[config.mk]
export PLATFORM = sky130hd
export DESIGN_NAME = fpu_bus_if
export DESIGN_NICKNAME = d
export VERILOG_FILES = /design/src/rtl/fpu_bus_if.sv
export SDC_FILE = /design/constraint.sdc
export NUM_CORES = 1
export LEC_CHECK = 0
export BUFFER_PORTS_ARGS = -buffer_cell sky130_fd_sc_hd__clkbuf_2
export CAP_MARGIN = 40
export CORE_MARGIN = 3
export CORE_UTILIZATION = 23
export DETAILED_ROUTE_END_ITERATION = 8
export GPL_TIMING_DRIVEN = 0
export HOLD_SLACK_MARGIN = 0.02
export PLACE_DENSITY = 0.4
export SLEW_MARGIN = 20
export SYNTH_ARGS = -nofsm -noshare
export SYNTH_HDL_FRONTEND = slang
export SYNTH_SLANG_ARGS = --single-unit
[constraint.sdc]
create_clock -name clk -period 2.3 [get_ports clk]
set_input_delay 0.23 -clock clk [delete_from_list [all_inputs] [get_ports clk]]
set_output_delay 0.23 -clock clk [all_outputs]
set_load 0.02 [all_outputs]
[src/rtl/fpu_bus_if.sv]
// fpu_bus_if: CPU-bus register front end for the fpu core.
// Operands are loaded byte-wise and one command is issued at a time.
// The result is latched when the core completes. Completion, timeout
// and rejected writes are reported through sticky flags and a
// maskable level interrupt.

package pa_fpu;
  typedef enum logic [3:0] {
    FPU_ADD  = 4'd0,
    FPU_SUB  = 4'd1,
    FPU_MUL  = 4'd2,
    FPU_DIV  = 4'd3,
    FPU_SQRT = 4'd4,
    FPU_CMP  = 4'd5,
    FPU_F2I  = 4'd6,
    FPU_I2F  = 4'd7
  } e_fpu_op;
endpackage

module fpu_bus_if #(
  parameter int unsigned TIMEOUT_CYCLES = 1024
) (
  input  logic            clk,
  input  logic            arst,
  input  logic [3:0]      bus_addr,
  input  logic [7:0]      bus_data_in,
  input  logic            bus_wr,
  input  logic            bus_rd,
  output logic [7:0]      bus_data_out,
  output logic [31:0]     fpu_a_operand,
  output logic [31:0]     fpu_b_operand,
  output pa_fpu::e_fpu_op fpu_operation,
  output logic            fpu_start,
  input  logic [31:0]     fpu_result,
  input  logic            fpu_cmd_end,
  input  logic            fpu_busy,
  output logic            irq
);

  localparam logic [15:0] TO_LAST = 16'(TIMEOUT_CYCLES - 1);

  typedef enum logic [1:0] {S_IDLE, S_ISSUE, S_CAPTURE} state_t;

  state_t          state_q, state_d;
  logic [31:0]     a_q, b_q, res_q;
  pa_fpu::e_fpu_op op_q;
  logic [15:0]     cnt_q;
  logic            done_q, tmo_q, rej_q, irqen_q;
  logic            busy, cap_ev, tmo_ev, tmo_hit;
  logic            wr_ab, wr_cmd, wr_st, go_wr, rej_ev;
  logic [7:0]      clr, status, rd_mux;
  logic [4:0]      bsel;
  logic            unused_data_bits;

  // Data bits 6:4 have no meaning in CMD or STATUS.
  assign unused_data_bits = ^bus_data_in[6:4];

  assign bsel    = {bus_addr[1:0], 3'b000};
  assign wr_ab   = bus_wr && (bus_addr < 4'd8);
  assign wr_cmd  = bus_wr && (bus_addr == 4'd12);
  assign wr_st   = bus_wr && (bus_addr == 4'd13);
  assign rej_ev  = busy && (wr_ab || wr_cmd);
  assign go_wr   = wr_cmd && !busy && bus_data_in[7];
  assign tmo_hit = (cnt_q == TO_LAST);
  assign clr     = wr_st ? bus_data_in : 8'h00;
  assign status  = {irqen_q, 3'b000, rej_q, tmo_q, done_q, busy};

  // Command sequencer state register.
  always_ff @(posedge clk or negedge arst) begin
    if (!arst) state_q <= S_IDLE;
    else       state_q <= state_d;
  end

  // Next state: cmd_end has priority over an expiring watchdog.
  always_comb begin
    state_d = state_q;
    case (state_q)
      S_IDLE:    if (go_wr) state_d = S_ISSUE;
      S_ISSUE:   if (fpu_cmd_end) state_d = S_CAPTURE;
                 else if (tmo_hit) state_d = S_IDLE;
      S_CAPTURE: state_d = S_IDLE;
      default:   state_d = S_IDLE;
    endcase
  end

  // Sequencer outputs and event strobes. start is decoded from state,
  // so it follows an asynchronous reset immediately.
  always_comb begin
    fpu_start = 1'b0;
    cap_ev    = 1'b0;
    tmo_ev    = 1'b0;
    busy      = fpu_busy;
    if (state_q == S_ISSUE) begin
      fpu_start = 1'b1;
      tmo_ev    = !fpu_cmd_end && tmo_hit;
    end
    if (state_q == S_CAPTURE) cap_ev = 1'b1;
    if (state_q != S_IDLE) busy = 1'b1;
  end

  // Operand, op and result registers; A/B/CMD are frozen while busy.
  always_ff @(posedge clk or negedge arst) begin
    if (!arst) begin
      a_q   <= '0;
      b_q   <= '0;
      res_q <= '0;
      op_q  <= pa_fpu::FPU_ADD;
    end else begin
      if (wr_ab && !busy) begin
        if (!bus_addr[2]) a_q[bsel +: 8] <= bus_data_in;
        else              b_q[bsel +: 8] <= bus_data_in;
      end
      if (wr_cmd && !busy) op_q <= pa_fpu::e_fpu_op'(bus_data_in[3:0]);
      if (cap_ev) res_q <= fpu_result;
    end
  end

  // Watchdog: cleared on issue, counts in ISSUE, saturates at 16 bits.
  always_ff @(posedge clk or negedge arst) begin
    if (!arst)                                         cnt_q <= '0;
    else if (go_wr)                                    cnt_q <= '0;
    else if (state_q == S_ISSUE && cnt_q != 16'hFFFF)  cnt_q <= cnt_q + 16'd1;
  end

  // Sticky flags: W1C, with a same-edge set winning over the clear.
  always_ff @(posedge clk or negedge arst) begin
    if (!arst) begin
      done_q  <= 1'b0;
      tmo_q   <= 1'b0;
      rej_q   <= 1'b0;
      irqen_q <= 1'b0;
    end else begin
      done_q  <= (done_q & ~clr[1]) | cap_ev | tmo_ev;
      tmo_q   <= (tmo_q  & ~clr[2]) | tmo_ev;
      rej_q   <= (rej_q  & ~clr[3]) | rej_ev;
      irqen_q <= wr_st ? bus_data_in[7] : irqen_q;
    end
  end

  // Read mux over the pre-write register contents.
  always_comb begin
    rd_mux = 8'h00;
    case (bus_addr[3:2])
      2'd0:    rd_mux = a_q[bsel +: 8];
      2'd1:    rd_mux = b_q[bsel +: 8];
      2'd2:    rd_mux = res_q[bsel +: 8];
      default: if (bus_addr == 4'd13) rd_mux = status;
    endcase
  end

  // Registered read data, held until the next read strobe.
  always_ff @(posedge clk or negedge arst) begin
    if (!arst)       bus_data_out <= 8'h00;
    else if (bus_rd) bus_data_out <= rd_mux;
  end

  assign fpu_a_operand = a_q;
  assign fpu_b_operand = b_q;
  assign fpu_operation = op_q;
  assign irq           = irqen_q & (done_q | tmo_q | rej_q);

endmodule

**Word-level counts from Yosys, hierarchy flattened**

Cells that the tools add are included.

- Bits in registers: 130
- Latch bits: 0
- RAM bits: 0
- Bits in read-only memories: 0
- Output and inout bits: 78
- Logic and storage cells: 77
- Memories kept: 0

- Add/sub/neg operators: 2
- $mul: 0
- Div/mod/pow operators: 0
- Magnitude comparators: 1
- Equal/unequal tests: 10
- Shift-type cells: 5
- Mux-type cells: 15
- Bitwise logic cells: 14
- Reduce and logical (&&, ||, !) cells: 19

Operators by type and width:

| operator | number |
|---|---|
| $shiftx 32x6->8 | 3 |
| $bwmux 32 | 2 |
| $mux 16 | 2 |
| $shift 8x7->32 const A | 1 |
| $shiftx 8x7->32 | 1 |
| $pmux 8 s3 | 1 |
| $add 16x1->16 const B | 1 |
| $eq 16x10->1 const B | 1 |
| $ne 16x16->1 const B | 1 |
| $logic_and 1x1->1 | 9 |
| $eq 4x4->1 const B | 2 |
| $mux 8 | 1 |
| $neg 5->7 | 1 |
| $mux 2 | 3 |
| $or 1x1->1 | 6 |
| $reduce_and 2->1 | 3 |
| $and 1x1->1 | 4 |
| $eq 2x1->1 const B | 2 |
| $eq 2x2->1 const B | 2 |
| $logic_not 2->1 | 2 |
| $lt 4x4->1 const B | 1 |
| $mux 1 | 4 |
| $mux 4 | 1 |
| $not 1->1 | 4 |
| 6 further kinds | 8 |

**Logic depth before layout (Yosys ltp)**

- Depth after elaboration: 7
- Depth in mapped cells: 10
- Gate-level depth less buffers: 7

**Worst setup path before layout**

Ideal clock, no wire load.

- Kind: input port to flip-flop
- Start point: input port bus_addr[0]
- End point: register cnt_q[13]
- Setup time: 0.066 ns
- Data arrival time: 2.103 ns
- Setup slack: 0.131 ns
- Stages: 9
- Buffers on the path: 3
- Path through: buf_2 -> clkinv_1 -> ha_1 -> and4_4 -> buf_6 -> and2_1 -> clkbuf_2 -> or4_1 -> nand2_1

- Longest elaborated chain between the ends: 5

RTL lines:

| item | RTL line | text |
|---|---|---|
| from (decl) | 25 | `input logic [3:0] bus_addr,` |
| $eq 4x4->1 * | 60 | `assign wr_cmd = bus_wr && (bus_addr == 4'd12);` |
| $logic_and 1x1->1 * | 60 |  |
| $logic_and 1x1->1 * (2 in series) | 63 | `assign go_wr = wr_cmd && !busy && bus_data_in[7];` |
| $mux 16 or $reduce_bool 2->1 (tied branches) | n/a |  |
| to (signal assigned) | 122 | `else if (state_q == S_ISSUE && cnt_q != 16'hFFFF) cnt_q <= cnt_q + 16'd1;` |
| to (decl) | 47 | `logic [15:0] cnt_q;` |

Every way passes the cells marked *; elsewhere a longest branch is shown, timed or not.
A chain may end at the register's enable or synchronous reset.

**Final worst setup path**

- Start point: input port bus_addr[1]
- End point: register cnt_q[13]

Same word-level chain as after synthesis.

==> impl_table.tex <==
\begin{tabular}{lr}
\hline
Metric & Value \\
\hline
\multicolumn{2}{l}{\textbf{Status}} \\
\quad Outcome & finished clean \\
\multicolumn{2}{l}{\textbf{Worst setup path}} \\
\quad Reg2Reg Setup Slack & 0.15 ns \\
\quad Data arrival at the endpoint of the critical path & 2.54 ns \\
\quad Worst endpoint required time & 2.66 ns \\
\quad Max FO, Critical Path & 12 \\
\quad Kind of critical path & input port to register \\
\quad Reg2Reg Capture Point & fpu\_b\_operand[17]\$\_DFFE\_PN0P\_ \\
\quad Category of the worst setup path launch point & input port \\
\quad Crit Reg-Reg Startpoint & state\_q[0]\$\_DFFE\_PN0P\_ \\
\quad Number of cells on the worst reg-to-reg path & 5 \\
\quad Crit. End Element & register \\
\multicolumn{2}{l}{\textbf{Clocking}} \\
\quad TritonCTS clock tree & built \\
\quad Number of buffers created by CTS & 17 \\
\quad Insertion delay of the later-clocked pin in the worst-skew pair & 0.42 ns \\
\quad Bufs on Longest Clock Path & 2 \\
\quad Clock input transition at the sequential cells of the worst setup and hold paths & 0.06 ns \\
\quad CTS H-Tree Depth & 4 \\
\quad Clock Sinks & 130 \\
\quad Root buffer cell & clkbuf\_16 \\
\multicolumn{2}{l}{\textbf{Layout}} \\
\quad Syn-to-layout area delta & 29.5\% \\
\quad Area of the multi-input gates & 2960 µm² \\
\quad Highest-count cells in the layout ignoring fill and taps & 130 x clkbuf\_2, 130 x dfrtp\_1, 100 x mux2\_2 \\
\quad Number of antenna diodes & 0 \\
\quad Number of fill cells & 2808 \\
\quad Share of layout cells above drive strength 1 & 0.439 \\
\quad Final core utilization & 0.305 \\
\quad Total number of nets in the final design & 742 \\
\quad Sequential cell area & 3250 µm² \\
\multicolumn{2}{l}{\textbf{Yosys}} \\
\quad Total nets after synthesis & 583 \\
\quad Synth cell types & 53 \\
\quad Top-area cell type share of the netlist area & 0.512 \\
\quad Cell accounting for the most synthesized area & dfrtp\_1 \\
\quad Post-synthesis sequential element count & 130 \\
\quad Count of warnings emitted by yosys & 0 \\
\quad Summed instance area of the synthesized netlist & 6350 µm² \\
\quad Avg Cell Area, Syn & 12.2 µm² \\
\quad Fraction of the yosys area taken by sequential cells & 0.512 \\
\quad Ranking of synthesized cells by area & dfrtp\_1 51\%, mux2\_2 18\%, and2\_1 3.8\%, mux4\_2 2.8\%, a22oi\_1 2.5\% \\
\quad Gate count of the mapped netlist & 523 \\
\multicolumn{2}{l}{\textbf{Routing}} \\
\quad Via total after detailed routing & 4917 \\
\quad Starting DRC count in detailed routing & 275 \\
\quad Wire length reported by the detailed router & 21900 µm \\
\quad TritonRoute pass-1 iters & 5 \\
\quad DRC errors left & 0 \\
\quad Average wire length per cell after detail routing & 21.2 µm \\
\quad Via/cell ratio & 4.75 \\
\quad Antenna-violating nets left & 0 \\
\multicolumn{2}{l}{\textbf{GRT}} \\
\quad Pin count of the biggest net entering global routing & 74 \\
\quad Total congestion overflow after global routing & 0 \\
\quad All-layer global routing usage & 0.149 \\
\quad First-pass GRT wire length & 32100 µm \\
\quad Number of antenna violations at the first check in global routing & 0 \\
\quad Number of global-route vias before repair & 5086 \\
\multicolumn{2}{l}{\textbf{Place}} \\
\quad Pre-CTS setup slack & -0.622 ns \\
\quad RD Place Congestion & 0.820 \\
\quad Count of input and output buffers & 127 \\
\quad Post-detailed-placement half-perimeter wirelength & 16400 µm \\
\multicolumn{2}{l}{\textbf{Timing}} \\
\quad Final setup slack of the worst path & 0.122 ns \\
\quad Remaining max-slew budget at the tightest pin & 0.479 \\
\quad Worst Max-Slew Pin Slew & 0.778 ns \\
\quad Slew Limit Fails & 0 \\
\quad Maximum frequency from static timing analysis & 459 MHz \\
\quad Max Clock Skew & 0.0116 ns \\
\quad Final setup viols & 0 \\
\quad Setup repair after global routing missed its margin & no \\
\quad Fin crit share & 0.947 \\
\quad Final hold violation count & 0 \\
\quad WHS & 0.0339 ns \\
\quad Min Tclk post-route & 2.18 ns \\
\multicolumn{2}{l}{\textbf{Floorplan}} \\
\quad Top-Level Pins & 128 \\
\quad Core region area & 27000 µm² \\
\quad Rows & 60 \\
\quad Initial cell density of the core & 0.235 \\
\quad Height of the chip & 172 µm \\
\quad Width of the die & 172 µm \\
\quad Die Outline Area & 29700 µm² \\
\multicolumn{2}{l}{\textbf{Hold path}} \\
\quad Min-Delay Endpoint & res\_q[26]\$\_DFFE\_PN0P\_ \\
\quad Number of cells traversed by the worst hold path & 2 \\
\quad Type of the tightest min-delay check & input port to register \\
\quad Launch instance of the worst min-delay path & fpu\_result[26] \\
\multicolumn{2}{l}{\textbf{Power and ir drop}} \\
\quad Standby leakage power & 3.87 nW \\
\quad Peak supply drop & 0.500 mV \\
\quad Total power density per cell area & 809 nW/µm² \\
\multicolumn{2}{l}{\textbf{Job}} \\
\quad Max-capacitance violation count & 0 \\
\hline
\end{tabular}
==> routing by layer <==
| layer | track usage | share of wire | vias up |
|---|---|---|---|
| li1 | - | - | 2251 |
| met1 | 0.191 | 0.44 | 2528 |
| met2 | 0.255 | 0.50 | 124 |
| met3 | 0.0343 | 0.047 | 14 |
| met4 | 0.0354 | 0.0083 | 0 |
| met5 | 0 | 0 | - |
==> stage by stage <==
| stage | power [mW] | cells | area, µm² | TNS (ns) |
|---|---|---|---|---|
| floorplan | 3.36 | 523 | 6350 | 0 |
| global placement | 3.77 | 991 | 7420 | -214.33 |
| detailed placement | 3.80 | 998 | 7530 | -30.86 |
| CTS | 6.74 | 1034 | 8200 | 0 |
| global route | 6.96 | 1036 | 8230 | 0 |
| finish | 6.66 | 1036 | 8230 | 0 |
==> synth_stat cells (all sizes together) <==
cell type	instances
xor2	2
nor4	3
nor3b	3
mux4	8
o31a	2
nor3	11
o21ai	13
a311oi	3
mux2	101
a21oi	15
a22oi	21
clkinv	1
nand2	27
dfrtp	130
and2	39
o21a	1
and4	3
and3	3
nor2b	3
nand3	8
a22o	1
or4	3
o31ai	4
o211ai	4
buf	12
mux2i	6
inv	10
o2111ai	1
a31oi	1
nand4	4
nand2b	4
ha	10
nor2	26
a221oi	11
a2111o	1
o22ai	6
a211oi	3
clkbuf	13
or3	3
o221a	1
xnor2	2
==> worst max-delay path by stage <==
stage	from	endpoint	slack, ns	cells past startpoint
2_1_floorplan	bus_addr[0]	cnt_q[13]$_DFFE_PN0P_	0.13	9
3_3_place_gp	arst	fpu_b_operand[16]$_DFFE_PN0P_	-1.19	1
3_5_place_dp	bus_addr[0]	cnt_q[13]$_DFFE_PN0P_	-0.62	10
4_1_cts	bus_addr[1]	fpu_a_operand[29]$_DFFE_PN0P_	0.05	9
5_1_grt	bus_addr[1]	cnt_q[13]$_DFFE_PN0P_	0.002	11
6_report	bus_addr[1]	cnt_q[13]$_DFFE_PN0P_	0.12	11
==> where the power goes <==
group | internal (mW) | switching [mW] | total (mW)
clock network | 1.85 | 1.05 | 2.90
registers | 2.56 | 0.245 | 2.81
logic | 0.417 | 0.535 | 0.952
==> worst max-delay path: stages <==
cell	delay, ns
clkbuf_2	0.11
buf_2	0.25
inv_1	0.11
buf_2	0.27
ha_1	0.34
and4_4	0.19
buf_6	0.13
and2_1	0.15
clkbuf_2	0.16
or4_1	0.51
nand2_1	0.08
==> cell type report <==
class	count	share of cell area
buffer	25	0.0154
multi-input combinational	357	0.360
sequential	130	0.395
inverter	11	0.00532
timing repair buffer	140	0.0959
clock buffer	20	0.0543
clock inverter	12	0.0220
tap	341	0.0518
==> repair_timing <==
action	4_1_cts	5_1_grt
endpoints found under the setup margin	25	27
resized for setup	1	10
hold endpoints to repair	60	2
hold buffers	4	2
cloned	0	0
pin swaps	0	0
setup buffers	0	0
==> sequential cells by signal (all words and copies together) (netlist names) <==
name / flops
tmo_q: 1
rej_q: 1
irqen_q: 1
res_q: 32
bus_data_out: 8
fpu_operation: 4
cnt_q: 16
done_q: 1
fpu_a_operand: 32
state_q: 2
fpu_b_operand: 32
==> logic make-up (layout without fill, tap and decap cells) <==
group / count (synthesis) / after routing / share of synthesized area
and+or+nand+nor: 140 / 140 / 0.122
DFF: 130 / 130 / 0.512
muxes: 115 / 115 / 0.217
AOI/OAI and AO/OA: 88 / 88 / 0.0983
buffers and inverters: 36 / 208 / 0.0258
adders and majority gates: 10 / 10 / 0.0197
xor gates and xnor gates: 4 / 4 / 0.00551
(Power assumes the default switching activity.)
